**src/rtl/rv32i_fetch_if.sv**
```systemverilog
// Fetch-stage bus: instruction-memory req/ack channel, PC redirect from branch
// resolution, and the instruction slot presented to decode.
//   master (fetch stage): drives imem_req/imem_addr and ins/ins_pc/ins_valid;
//                         samples imem_ack/imem_rdata, redirect/redirect_pc, stall.
//   slave  (environment): the mirror image (memory + decode + branch unit).
interface rv32i_fetch_if;
  logic        imem_req;
  logic [31:0] imem_addr;
  logic        imem_ack;
  logic [31:0] imem_rdata;
  logic        redirect;
  logic [31:0] redirect_pc;
  logic        stall;
  logic [31:0] ins;
  logic [31:0] ins_pc;
  logic        ins_valid;

  modport master (
    output imem_req, imem_addr, ins, ins_pc, ins_valid,
    input  imem_ack, imem_rdata, redirect, redirect_pc, stall
  );

  modport slave (
    input  imem_req, imem_addr, ins, ins_pc, ins_valid,
    output imem_ack, imem_rdata, redirect, redirect_pc, stall
  );
endinterface

```
**src/rtl/rv32i_fetch.sv**
```systemverilog
// Instruction fetch stage of the rv32i core.
// Holds the PC, issues word fetches over a req/ack handshake, and presents each
// fetched word with its PC to decode. Redirects replace the PC; a request that
// is already outstanding when a redirect arrives is waited out and its data
// dropped, since the handshake does not allow withdrawing a raised request.
// Ports:
//   clk_i   system clock, rising edge
//   rst_ni  asynchronous active-low reset
//   bus     rv32i_fetch_if.master (imem req/ack, redirect, stall, ins slot)
module rv32i_fetch #(
  parameter logic [31:0] RESET_PC = 32'h0000_0000
) (
  input logic           clk_i,
  input logic           rst_ni,
  rv32i_fetch_if.master bus
);

  localparam logic [31:0] Nop = 32'h0000_0013;

  typedef enum logic [1:0] {StIdle, StFetch, StDrain} state_e;

  state_e      state_q, state_d;
  logic [31:0] pc_q, pc_d;
  logic [31:0] stale_addr_q, stale_addr_d;
  logic        pending_q, pending_d;
  logic [31:0] ins_q, ins_d;
  logic [31:0] ins_pc_q, ins_pc_d;
  logic        ins_valid_q, ins_valid_d;

  logic        req;
  logic [31:0] addr;
  logic [31:0] redirect_tgt;

  assign redirect_tgt = bus.redirect_pc & ~32'h3;

  // Request outputs: only state, pending, ins_valid and stall feed these.
  always_comb begin
    req  = 1'b0;
    addr = pc_q;
    unique case (state_q)
      StIdle:  req = 1'b0;
      // Keep an issued request up; otherwise do not fetch over a stalled slot.
      StFetch: req = pending_q | ~(ins_valid_q & bus.stall);
      StDrain: begin
        req  = 1'b1;
        addr = stale_addr_q;
      end
      default: req = 1'b0;
    endcase
  end

  always_comb begin
    state_d      = state_q;
    pc_d         = pc_q;
    stale_addr_d = stale_addr_q;
    pending_d    = pending_q;
    ins_d        = ins_q;
    ins_pc_d     = ins_pc_q;
    ins_valid_d  = ins_valid_q;

    // Decode takes the slot; refilled below if a transfer lands this cycle.
    if (ins_valid_q && !bus.stall) begin
      ins_valid_d = 1'b0;
    end

    unique case (state_q)
      StIdle: begin
        state_d = StFetch;
        if (bus.redirect) begin
          pc_d        = redirect_tgt;
          ins_valid_d = 1'b0;
        end
      end
      StFetch: begin
        if (bus.redirect) begin
          ins_valid_d = 1'b0;
          pc_d        = redirect_tgt;
          if (req && !bus.imem_ack) begin
            stale_addr_d = addr;
            pending_d    = 1'b1;
            state_d      = StDrain;
          end else begin
            pending_d = 1'b0;
          end
        end else if (req && bus.imem_ack) begin
          ins_d       = bus.imem_rdata;
          ins_pc_d    = pc_q;
          ins_valid_d = 1'b1;
          pc_d        = pc_q + 32'd4;
          pending_d   = 1'b0;
        end else if (req) begin
          pending_d = 1'b1;
        end
      end
      StDrain: begin
        if (bus.redirect) begin
          pc_d = redirect_tgt;
        end
        if (bus.imem_ack) begin
          pending_d = 1'b0;
          state_d   = StFetch;
        end
      end
      default: state_d = StIdle;
    endcase
  end

  always_ff @(posedge clk_i or negedge rst_ni) begin
    if (!rst_ni) begin
      state_q      <= StIdle;
      pc_q         <= RESET_PC;
      stale_addr_q <= 32'h0;
      pending_q    <= 1'b0;
      ins_q        <= Nop;
      ins_pc_q     <= 32'h0;
      ins_valid_q  <= 1'b0;
    end else begin
      state_q      <= state_d;
      pc_q         <= pc_d;
      stale_addr_q <= stale_addr_d;
      pending_q    <= pending_d;
      ins_q        <= ins_d;
      ins_pc_q     <= ins_pc_d;
      ins_valid_q  <= ins_valid_d;
    end
  end

  assign bus.imem_req  = req;
  assign bus.imem_addr = addr;
  assign bus.ins       = ins_q;
  assign bus.ins_pc    = ins_pc_q;
  assign bus.ins_valid = ins_valid_q;

endmodule

```
**src/flat_wrapper.sv**
```systemverilog
// flat-port wrapper written by rule: the top's interface ports become plain ports
module rv32i_fetch_flat 
#(
  parameter logic [31:0] RESET_PC = 32'h0000_0000
)
  (clk_i, rst_ni, bus_imem_req, bus_imem_addr, bus_ins, bus_ins_pc, bus_ins_valid, bus_imem_ack, bus_imem_rdata, bus_redirect, bus_redirect_pc, bus_stall);
  rv32i_fetch_if bus_i ();
  input logic clk_i;
  input logic rst_ni;
  output wire logic [$bits(bus_i.imem_req)-1:0] bus_imem_req;
  output wire logic [$bits(bus_i.imem_addr)-1:0] bus_imem_addr;
  output wire logic [$bits(bus_i.ins)-1:0] bus_ins;
  output wire logic [$bits(bus_i.ins_pc)-1:0] bus_ins_pc;
  output wire logic [$bits(bus_i.ins_valid)-1:0] bus_ins_valid;
  input wire logic [$bits(bus_i.imem_ack)-1:0] bus_imem_ack;
  input wire logic [$bits(bus_i.imem_rdata)-1:0] bus_imem_rdata;
  input wire logic [$bits(bus_i.redirect)-1:0] bus_redirect;
  input wire logic [$bits(bus_i.redirect_pc)-1:0] bus_redirect_pc;
  input wire logic [$bits(bus_i.stall)-1:0] bus_stall;
  assign bus_imem_req = bus_i.imem_req;
  assign bus_imem_addr = bus_i.imem_addr;
  assign bus_ins = bus_i.ins;
  assign bus_ins_pc = bus_i.ins_pc;
  assign bus_ins_valid = bus_i.ins_valid;
  assign bus_i.imem_ack = bus_imem_ack;
  assign bus_i.imem_rdata = bus_imem_rdata;
  assign bus_i.redirect = bus_redirect;
  assign bus_i.redirect_pc = bus_redirect_pc;
  assign bus_i.stall = bus_stall;
  rv32i_fetch #(.RESET_PC(RESET_PC)) u_core (.clk_i(clk_i), .rst_ni(rst_ni), .bus(bus_i));
endmodule
```
**config.mk**
```make
export PLATFORM = sky130hd
export DESIGN_NAME = rv32i_fetch_flat
export DESIGN_NICKNAME = d
export VERILOG_FILES = /design/src/rtl/rv32i_fetch_if.sv /design/src/rtl/rv32i_fetch.sv /design/src/flat_wrapper.sv
export SDC_FILE = /design/constraint.sdc
export NUM_CORES = 1
export LEC_CHECK = 0
export CAP_MARGIN = 15
export CORE_MARGIN = 4
export CORE_UTILIZATION = 44
export DETAILED_ROUTE_END_ITERATION = 12
export PLACE_DENSITY = 0.81
export SLEW_MARGIN = 20
export SYNTH_ARGS = -nofsm -noshare
export SYNTH_HDL_FRONTEND = slang
export SYNTH_SLANG_ARGS = --single-unit
```
**constraint.sdc**
```tcl
create_clock -name clk_i -period 2.1 [get_ports clk_i]
set_clock_uncertainty 0.15 [all_clocks]
set_input_delay 0.21 -clock clk_i [delete_from_list [all_inputs] [get_ports clk_i]]
set_output_delay 0.21 -clock clk_i [all_outputs]
set_load 0.03 [all_outputs]
```
; ---- Word level (Yosys, flattened, before mapping)
; Index checks and enable logic that the tools add are counted.
[totals]
regBits = 132
input_bits = 69
output_inout_bits = 98
word_cells = 55
[classes]
add_sub_neg = 1
n_eq_ne = 8
mux = 21
bitwise_logic = 4
reduce_logical = 14
[op_table]
columns = operator, n
row1 = $mux 32, 4
row2 = $pmux 32 s2, 1
row3 = $add 32x3->32 const B, 1
row4 = $reduce_and 3->1, 5
row5 = $mux 1, 9
row6 = $mux 2, 3
row7 = $pmux 1 s2, 3
row8 = $pmux 2 s3, 1
row9 = $ne 2x1->1 const B, 2
row10 = $ne 2x2->1 const B, 2
row11 = $ne 4x2->1 const B, 1
row12 = $reduce_bool 2->1, 2
row13 = $logic_and 1x1->1, 3
row14 = $ne 3x2->1 const B, 1
row15 = $eq 2x1->1 const B, 1
row16 = $eq 2x2->1 const B, 1
row17 = $logic_not 1->1, 2
row18 = $logic_not 2->1, 1
row19 = $not 1->1, 2
row20 = $reduce_or 2->1, 1
row21 = $and 1x1->1, 1
row22 = $or 1x1->1, 1

; ---- Longest topological paths before layout
; Gate-level depths: netlist of the first run.
[depth]
ltp_word = 8
ltp_mapped = 9
depth_no_buf = 7

; ---- Worst setup path after synthesis of the first run
; No wires, ideal clock.
[synth_path]
kind = register to register
startpoint = register u_core.state_q[0]
endpoint = register u_core.stale_addr_q[5]
setup_ns = 0.070
t_arrival_ns = 2.025
required_time_ns = 1.880
slack_ns = -0.145
stages_incl_launch_ff = 7
path_buffers = 2
synth_period_minus_slack_ns = 2.245
cell_sequence = dfrtp_1 > inv_1 > ha_1 > buf_2 > buf_2 > o21ai_0 > mux2_2
[synth_between]
elab_cells_between_ends = 6
classes_between = eq/ne (2) / mux (2) / reduce/logical (2)
[synth_lines]
columns = element, line
row1 = from (decl), rv32i_fetch.sv:22  ; state_e state_q, state_d;
row2 = from (signal assigned), rv32i_fetch.sv:110  ; state_q <= StIdle;
row3 = from (signal assigned), rv32i_fetch.sv:118  ; state_q <= state_d;
row4 = $eq 2x2->1, rv32i_fetch.sv:40  ; unique case (state_q)
row5 = $mux 32, rv32i_fetch.sv:40
row6 = net bus_imem_addr[5], flat_wrapper.sv:11  ; output wire logic [$bits(bus_i.imem_addr)-1:0] bus_imem_addr;
row7 = to (signal assigned), rv32i_fetch.sv:120  ; stale_addr_q <= stale_addr_d;
row8 = to (decl), rv32i_fetch.sv:24  ; logic [31:0] stale_addr_q, stale_addr_d;
; The timed path passes the listed nets, and every way through them passes these cells.
; A chain may end at the register's enable or synchronous reset.

; ---- Worst setup path in the final report of the first run
[layout_path]
startpoint = register u_core.state_q[0]
endpoint = register u_core.ins_q[7] (netlist: u_core.bus.ins[7])
[layout_between]
elab_chain_len = 4
elab_cells_between_ends = 5
classes_between = eq/ne (2) / mux (1) / reduce/logical (2)
[layout_lines]
columns = element, line
row1 = $eq 2x2->1 / $eq 2x1->1 (equally long branches), "rv32i_fetch.sv:40, rv32i_fetch.sv:66"
row2 = $pmux 1 s2, rv32i_fetch.sv:40
row3 = $logic_and 1x1->1, rv32i_fetch.sv:85  ; end else if (req && bus.imem_ack) begin
row4 = $reduce_and 3->1 (no source line) (*), n/a
row5 = to (signal assigned), rv32i_fetch.sv:114  ; ins_q <= Nop;
row6 = to (signal assigned), rv32i_fetch.sv:122  ; ins_q <= ins_d;
row7 = to (decl), rv32i_fetch.sv:26  ; logic [31:0] ins_q, ins_d;
; Every way passes the cells marked *; elsewhere a longest branch is shown, timed or not.

==> results.md, run 1 <==
* Status: finished with violations
* Failing checks: setup timing
* Worst Hold Slack at 0.193 ns
* Crit Path Class: flip-flop to flip-flop
* Asr flop ratio synth at 100%
* DR iter-0 viols at 786
* Row count at 43
* Post-synthesis adder-cell area fraction at 1.01%
* Cell mode on critical path: buf_12
* Peak VDD IR at 0.894 mV
* Max clock buf depth at 2
* Starting Density at 44.8%
* Vias after detailed routing at 5,594
* Required time of the critical path at 2.26 ns
* Layout cell share with drive strength beyond 1 at 43.7%
* Final period util at 108%
* Area growth syn-to-layout at 67.1%
* Post-Synth Simple-Gate Area at 11.0%
* Dpl ws at -0.413 ns
* Yosys cell types at 58
* GP Congestion at 0.828
* Clock Tree Root: clkbuf_16
* CTS tree: done
* Buf+Inv Stages, Crit Path at 6
* Synth warn at 0
* Number of global-route vias before repair at 5,694
* Num CTS Buffers at 17
* Largest family of logic cells by synthesized area: multiplexers
* Crit path launch type: flip-flop
* Via density at 5.91
* Leak pwr at 4.69 nW
* Setup ws final at -0.177 ns
* GRT Total Usage at 24.7%
* Drt total wl at 22,400 µm
* Final net count at 828
* Slew at the pin with the worst max-slew slack at 0.638 ns
* Family with the most delay on the worst path: buffers and inverters
* Setup TNS at -15.86 ns
* Max Clk Rate at 0.439 GHz
* Reg clk slew, reported paths at 0.06 ns
* Mux contribution to synthesized area at 20.2%
* Compound-Gate Fraction of Synth Area at 12.3%
* Die Area at 0.0160 mm²
* Total power at 18.0 mW
* Worst-path cell chain: inv_2, ha_4, buf_12, buf_16, o21a_1, nand4_1, buf_6, buf_12, clkbuf_16, mux2_4
* Ant. Diodes at 0
* Hold Crit Class: primary input to asynchronous set/reset pin
* Die Y at 127 µm
* Grt total ovfl at 0
* Synth Area in XOR/XNOR at 0%
* H-tree levels at 4
* Max_cap viols at 0
* Number of synthesized flops with an enable pin at 0
* DR WL/cell at 23.7 µm
* Synth Instances at 525
* Max Slew Vio Count at 0
* HPWL after DPL at 12,300 µm
* Largest net degree at the start of global routing at 66
* Antenna violations before repair at 0
* Max FO, Critical Path at 6
* Clock latency on the worst-skew pair at 0.42 ns
* CP max stage delay at 0.40 ns
* Setup repair after global routing missed its margin: true
* Slowest-stage cell, CP: dfrtp_1
* Synth Flop Type: dfrtp_1
* DRT antenna net count at 0
* CP endpoint kind: flip-flop
* Die width at 127 µm
* Crit path DAT at 2.43 ns
* Cell area after layout at 0.0104 mm²
* Cell area after synthesis at 0.00620 mm²
* Slew Limit Headroom at 57.5%
* Final min period at 2.28 ns
* Synth Register Bits at 128
* Power density cells at 1740 mW/mm²
* Core box area at 0.0138 mm²
* Syn avg cell area at 11.8 µm²
* Fin. Hold Viols at 0
* Setup violators final at 151
* Clk sinks at 128
* Sequential-to-total area share from yosys stat at 51.8%
* Drt first pass iters at 6
* # IOs at 167
* Cell area after placement at 0.00832 mm²
* Global-route wire length before repair at 31,000 µm
* DRC at 0
* Filler instances at 816
* Port Buffers at 162
[placed cells by master, fill, tap and decap left out, types with 5 or more instances in the layout]
master           Yosys  routed
and3_1               5       5
buf_8                0       6
a21oi_2              0      13
inv_1               11       9
nor2_4               0       5
o22ai_1              7       7
mux2_4               0     102
buf_4                4      36
clkbuf_16            0      24
clkdlybuf4s50_1      0     128
nand4_1              6       6
o21ai_0             35      16
dfrtp_1            125     125
a21oi_1             33      19
a311oi_1             6       5
nor2_1              21      20
buf_12               0      22
buf_6                0      41
mux2_2             110       8
a32oi_1              5       5
nand3_1             13      13
nand2_1             25      16
nor3_1               8       6
nand2_2              1       7
o21ai_2              0       9
o21ai_1              8      14
[final timing paths]
kind	from	endpoint	slack [ns]	cells after the start
min in group clk_i	bus_imem_rdata[6]	u_core.bus.ins[6]	0.26	2
worst min-delay path	rst_ni	u_core.bus.ins[18]	0.19	2
worst min register to register	u_core.stale_addr_q[0]	u_core.stale_addr_q[0]	0.34	1
max in group asynchronous	rst_ni	u_core.bus.ins_pc[13]	0.93	3
worst max-delay path	u_core.state_q[0]	u_core.bus.ins[7]	-0.18	10
worst max register to register	u_core.state_q[0]	u_core.bus.ins[7]	-0.18	10
[worst reg2reg max path: cells and delay by family, from the launching register on]
kind	cells	cell delay [ns]
AOI/OAI and AO/OA	1	0.14
adders and majority gates	1	0.20
buffers and inverters	6	0.85
DFF	1	0.40
muxes	1	0.31
and+or+nand+nor	1	0.11
[kinds of logic after synthesis]
family                   after synthesis
AO/OA/AOI/OAI                        121
adder cells (fa/ha/maj)                5
buffers and inverters                 49
flip-flops                           128
multiplexers                         111
other                                  1
AND/OR/NAND/NOR                      110
[Yosys cell counts, drive strengths merged, types with 6 or more instances]
cell    count  area [µm²]
dfrtp     125        3130
o22ai       9        68.8
nor3       10        66.3
inv        11        41.3
mux2      110        1240
nor2       22        85.1
nand2      26         100
a311oi      7        67.6
o21ai      43         215
nand4       8        80.1
and2        6        38.8
buf        30         159
clkbuf      8        30.0
a21oi      33         165
nand3      16         110
[power by group]
| group | total [mW] | switching [mW] | internal [mW] | leakage [nW] |
|---|---|---|---|---|
| registers | 4.70 | 1.03 | 3.68 | 1.53 |
| clock network | 3.12 | 1.13 | 1.98 | 0.300 |
| logic | 10.2 | 5.08 | 5.09 | 2.86 |
[what timing repair did]
| action | CTS | global route |
|---|---|---|
| gates cloned | 7 | 10 |
| pin swaps | 6 | 15 |
| setup endpoints to repair | 153 | 157 |
| setup buffers | 10 | 9 |
| gates resized for setup | 208 | 141 |
| hold endpoints to repair | 59 | 0 |
| hold buffers | 1 | 0 |
[sequential cells by signal (all words and copies together), names as in the netlist]
| signal | flops |
|---|---|
| u_core.state_q | 2 |
| u_core.bus.ins_valid | 1 |
| u_core.bus.ins | 32 |
| u_core.pc_q | 30 |
| u_core.bus.ins_pc | 30 |
| u_core.stale_addr_q | 32 |
| u_core.pending_q | 1 |
[routing by layer]
metal	GRT usage (%)	vias up	share of wire, %
met5	0	-	0
met4	9.02	0	2.9
met3	5.56	57	6.3
met2	42.3	292	52
met1	30.6	2859	39
li1	-	2386	-
[metrics by stage]
step / util, % / instances
2_1_floorplan: - / 526
3_3_place_gp: 60.2 / 879
3_5_place_dp: 60.2 / 879
4_1_cts: 69.3 / 929
5_1_grt: 74.9 / 947
6_report: 74.9 / 947
[cell type report]
class	instances	area (µm²)	area share (%)
flip-flops and latches	128	3210	31.0
multi-input cells	352	3450	33.3
well taps	180	225	2.17
clock buffers	18	429	4.14
repair buffers	244	2810	27.2
inverters	11	41.3	0.399
clock inverters	14	190	1.84
Note: power is estimated with default switching activity, not from simulation.
==> run 2, diff against run 1 <==
- CELL_PAD_IN_SITES_DETAIL_PLACEMENT: not set -> 1
- CELL_PAD_IN_SITES_GLOBAL_PLACEMENT: not set -> 1
- CORE_UTILIZATION: 44 -> 34
- PLACE_DENSITY: 0.81 -> 0.8
- SKIP_LAST_GASP: not set -> 1
==> run 2 against run 1 <==
The run still ends with setup timing left. Global-route usage down 2.8 points. Routed wire length up 14%. Critical path depth up 2. First-iteration DRC count down 66%. Maximum frequency down 5.5%. Final area up 0.48%. Final cell count up 6.3%. Die area up 27%. Non-clock buffer count up 13. Register-to-register slack worse by 0.13 ns. Critical path type unchanged. Largest power group unchanged.
==> results.md, run 2 (same netlist as run 1, synthesis figures left out) <==
* Clock Tree Root: clkbuf_16
* Die Y at 143 µm (+13%)
* Max Slew Vio Count at 0 (unchanged)
* Vias after detailed routing at 5,604 (+0.18%)
* Drt total wl at 25,600 µm (+14%)
* Final cell count without fillers at 1,007 (+6.3%)
* Setup ws final at -0.309 ns (-0.132 ns)
* Row count at 49 (+14%)
* Max Clk Rate at 0.415 GHz (-5.5%)
* Status: finished with violations
* # IOs at 167 (unchanged)
* Number of global-route vias before repair at 5,936 (+4.3%)
* Largest net degree at the start of global routing at 46 (-30%)
* H-tree levels at 4 (unchanged)
* Failing checks: setup timing
* Slowest-stage cell, CP: dfrtp_1
* Via density at 5.57 (-5.8%)
* Fin. Hold Viols at 0 (unchanged)
* Final min period at 2.41 ns (+0.132 ns)
* Die Area at 0.0204 mm² (+27%)
* CTS tree: done
* Crit Path Class: flip-flop to flip-flop
* DP Cell Count at 932 (+6.0%)
* Die width at 143 µm (+13%)
* Area growth syn-to-layout at 67.9%
* DR iter-0 viols at 266 (-66%)
* Core Util, Final at 57.9% (-17 points)
* Peak VDD IR at 0.823 mV (-7.9%)
* Clock latency on the worst-skew pair at 0.42 ns (about the same)
* Antenna violations before repair at 1 (+1)
* DR WL/cell at 25.4 µm (+7.5%)
* Final period util at 115% (+6.3 points)
* Setup violators final at 155 (+2.6%)
* Max FO, Critical Path at 5 (-1)
* Num CTS Buffers at 17 (unchanged)
* GP Congestion at 0.792 (-4.3%)
* Buf+Inv Stages, Crit Path at 6 (unchanged)
* Clk sinks at 128 (unchanged)
* CP max stage delay at 0.40 ns (about the same)
* Setup TNS at -25.43 ns (-9.57 ns)
* Crit path DAT at 2.57 ns (+0.14 ns)
* GRT Total Usage at 21.9% (-2.8 points)
* DRC at 0 (unchanged)
* Setup repair after global routing missed its margin: true
* Max_cap viols at 0 (unchanged)
* Most common cell after layout, fill and taps aside: clkdlybuf4s50_1
* Family with the most delay on the worst path: buffers and inverters
* Grt total ovfl at 0 (unchanged)
* Power density cells at 1730 mW/mm² (-0.25%)
* Max clock buf depth at 2 (unchanged)
* HPWL after DPL at 14,300 µm (+17%)
* Worst Hold Slack at 0.130 ns (-0.0629 ns)
* Core box area at 0.0180 mm² (+30%)
* DRT antenna net count at 0 (unchanged)
* Port Buffers at 162 (unchanged)
* Drt first pass iters at 4 (-2)
* Layout cell share with drive strength beyond 1 at 46.2% (+2.5 points)
* Global-route wire length before repair at 34,500 µm (+11%)
* Hold Crit Class: primary input to asynchronous set/reset pin
* Crit path launch type: flip-flop
* Required time of the critical path at 2.26 ns (about the same)
* Starting Density at 34.5% (-10 points)
* Commonest non-fill, non-tap cells in the layout: clkdlybuf4s50_1, dfrtp_1, mux2_2
* Final net count at 838 (+1.2%)
* Reg clk slew, reported paths at 0.06 ns (about the same)
* Leak pwr at 4.46 nW (-5.0%)
* Worst-path cell chain: inv_2, ha_4, buf_12, buf_6, nor3_4, a311oi_4, buf_4, nor2_4, buf_6, buf_4, a21oi_4, a311oi_2
* Total power at 18.0 mW (+0.23%)
* CP endpoint kind: flip-flop
-- run 2: cell count changes in the layout (fill, tap and decap cells not counted), moves of 4 or more --
cell,before,now
mux2_2,8,69
mux2_4,102,41
buf_4,36,46
a21oi_4,1,9
buf_6,41,48
o21ai_1,14,7
a21oi_2,13,7
buf_12,22,18
buf_8,6,2
nand2_1,16,20
o22ai_1,7,3
-- run 2: repair_timing --
item / 4_1_cts / 5_1_grt
gates cloned: 6 / 11
hold buffers: 1 / 0
setup endpoints to repair: 141 / 158
resized for setup: 144 / 112
hold endpoints to repair: 53 / 0
pin swaps: 10 / 28
buffers inserted: 14 / 15
-- run 2: final timing paths --
kind                                             from                 endpoint  slack [ns]  cells past startpoint
worst min-delay path                           rst_ni       u_core.bus.ins[31]        0.13                      2
worst min register to register  u_core.bus.ins_pc[23]    u_core.bus.ins_pc[23]        0.33                      2
worst max register to register      u_core.state_q[0]          u_core.pc_q[25]       -0.31                     12
max in group asynchronous                      rst_ni  u_core.stale_addr_q[18]        0.87                      3
min in group clk_i                 bus_redirect_pc[3]           u_core.pc_q[3]        0.21                      3
worst max-delay path                u_core.state_q[0]          u_core.pc_q[25]       -0.31                     12
-- run 2: cell type report --
cell class              instances  area [µm²]
clock buffers                  18         439
diodes                          1        2.50
multi-input cells             349        3350
clock inverters                14         140
inverters                      11        41.3
fillers                      1781        7560
well taps                     229         287
flip-flops and latches        128        3210
repair buffers                257        2940
-- run 2: per-stage QoR --
step                      setup slack [ns]  cell area, µm²
after floorplan                     -0.145            6200
after CTS                           -0.110            9640
after global placement             -0.0708            8370
final                               -0.309           10400
after detailed placement            -0.231            8370
after global routing                -0.322           10400
-- run 2: metal layers --
layer / part of all wire, % / vias up / track usage [%]
li1: - / 2401 / -
met1: 40 / 2949 / 26.9
met2: 53 / 186 / 38.8
met3: 4.0 / 68 / 4.39
met4: 3.8 / 0 / 6.65
met5: 0 / - / 0
-- run 2: power by group --
part	switching (mW)	internal (mW)
clock network	1.17	1.77
logic	5.38	5.01
registers	1.03	3.67
total	7.58	10.5
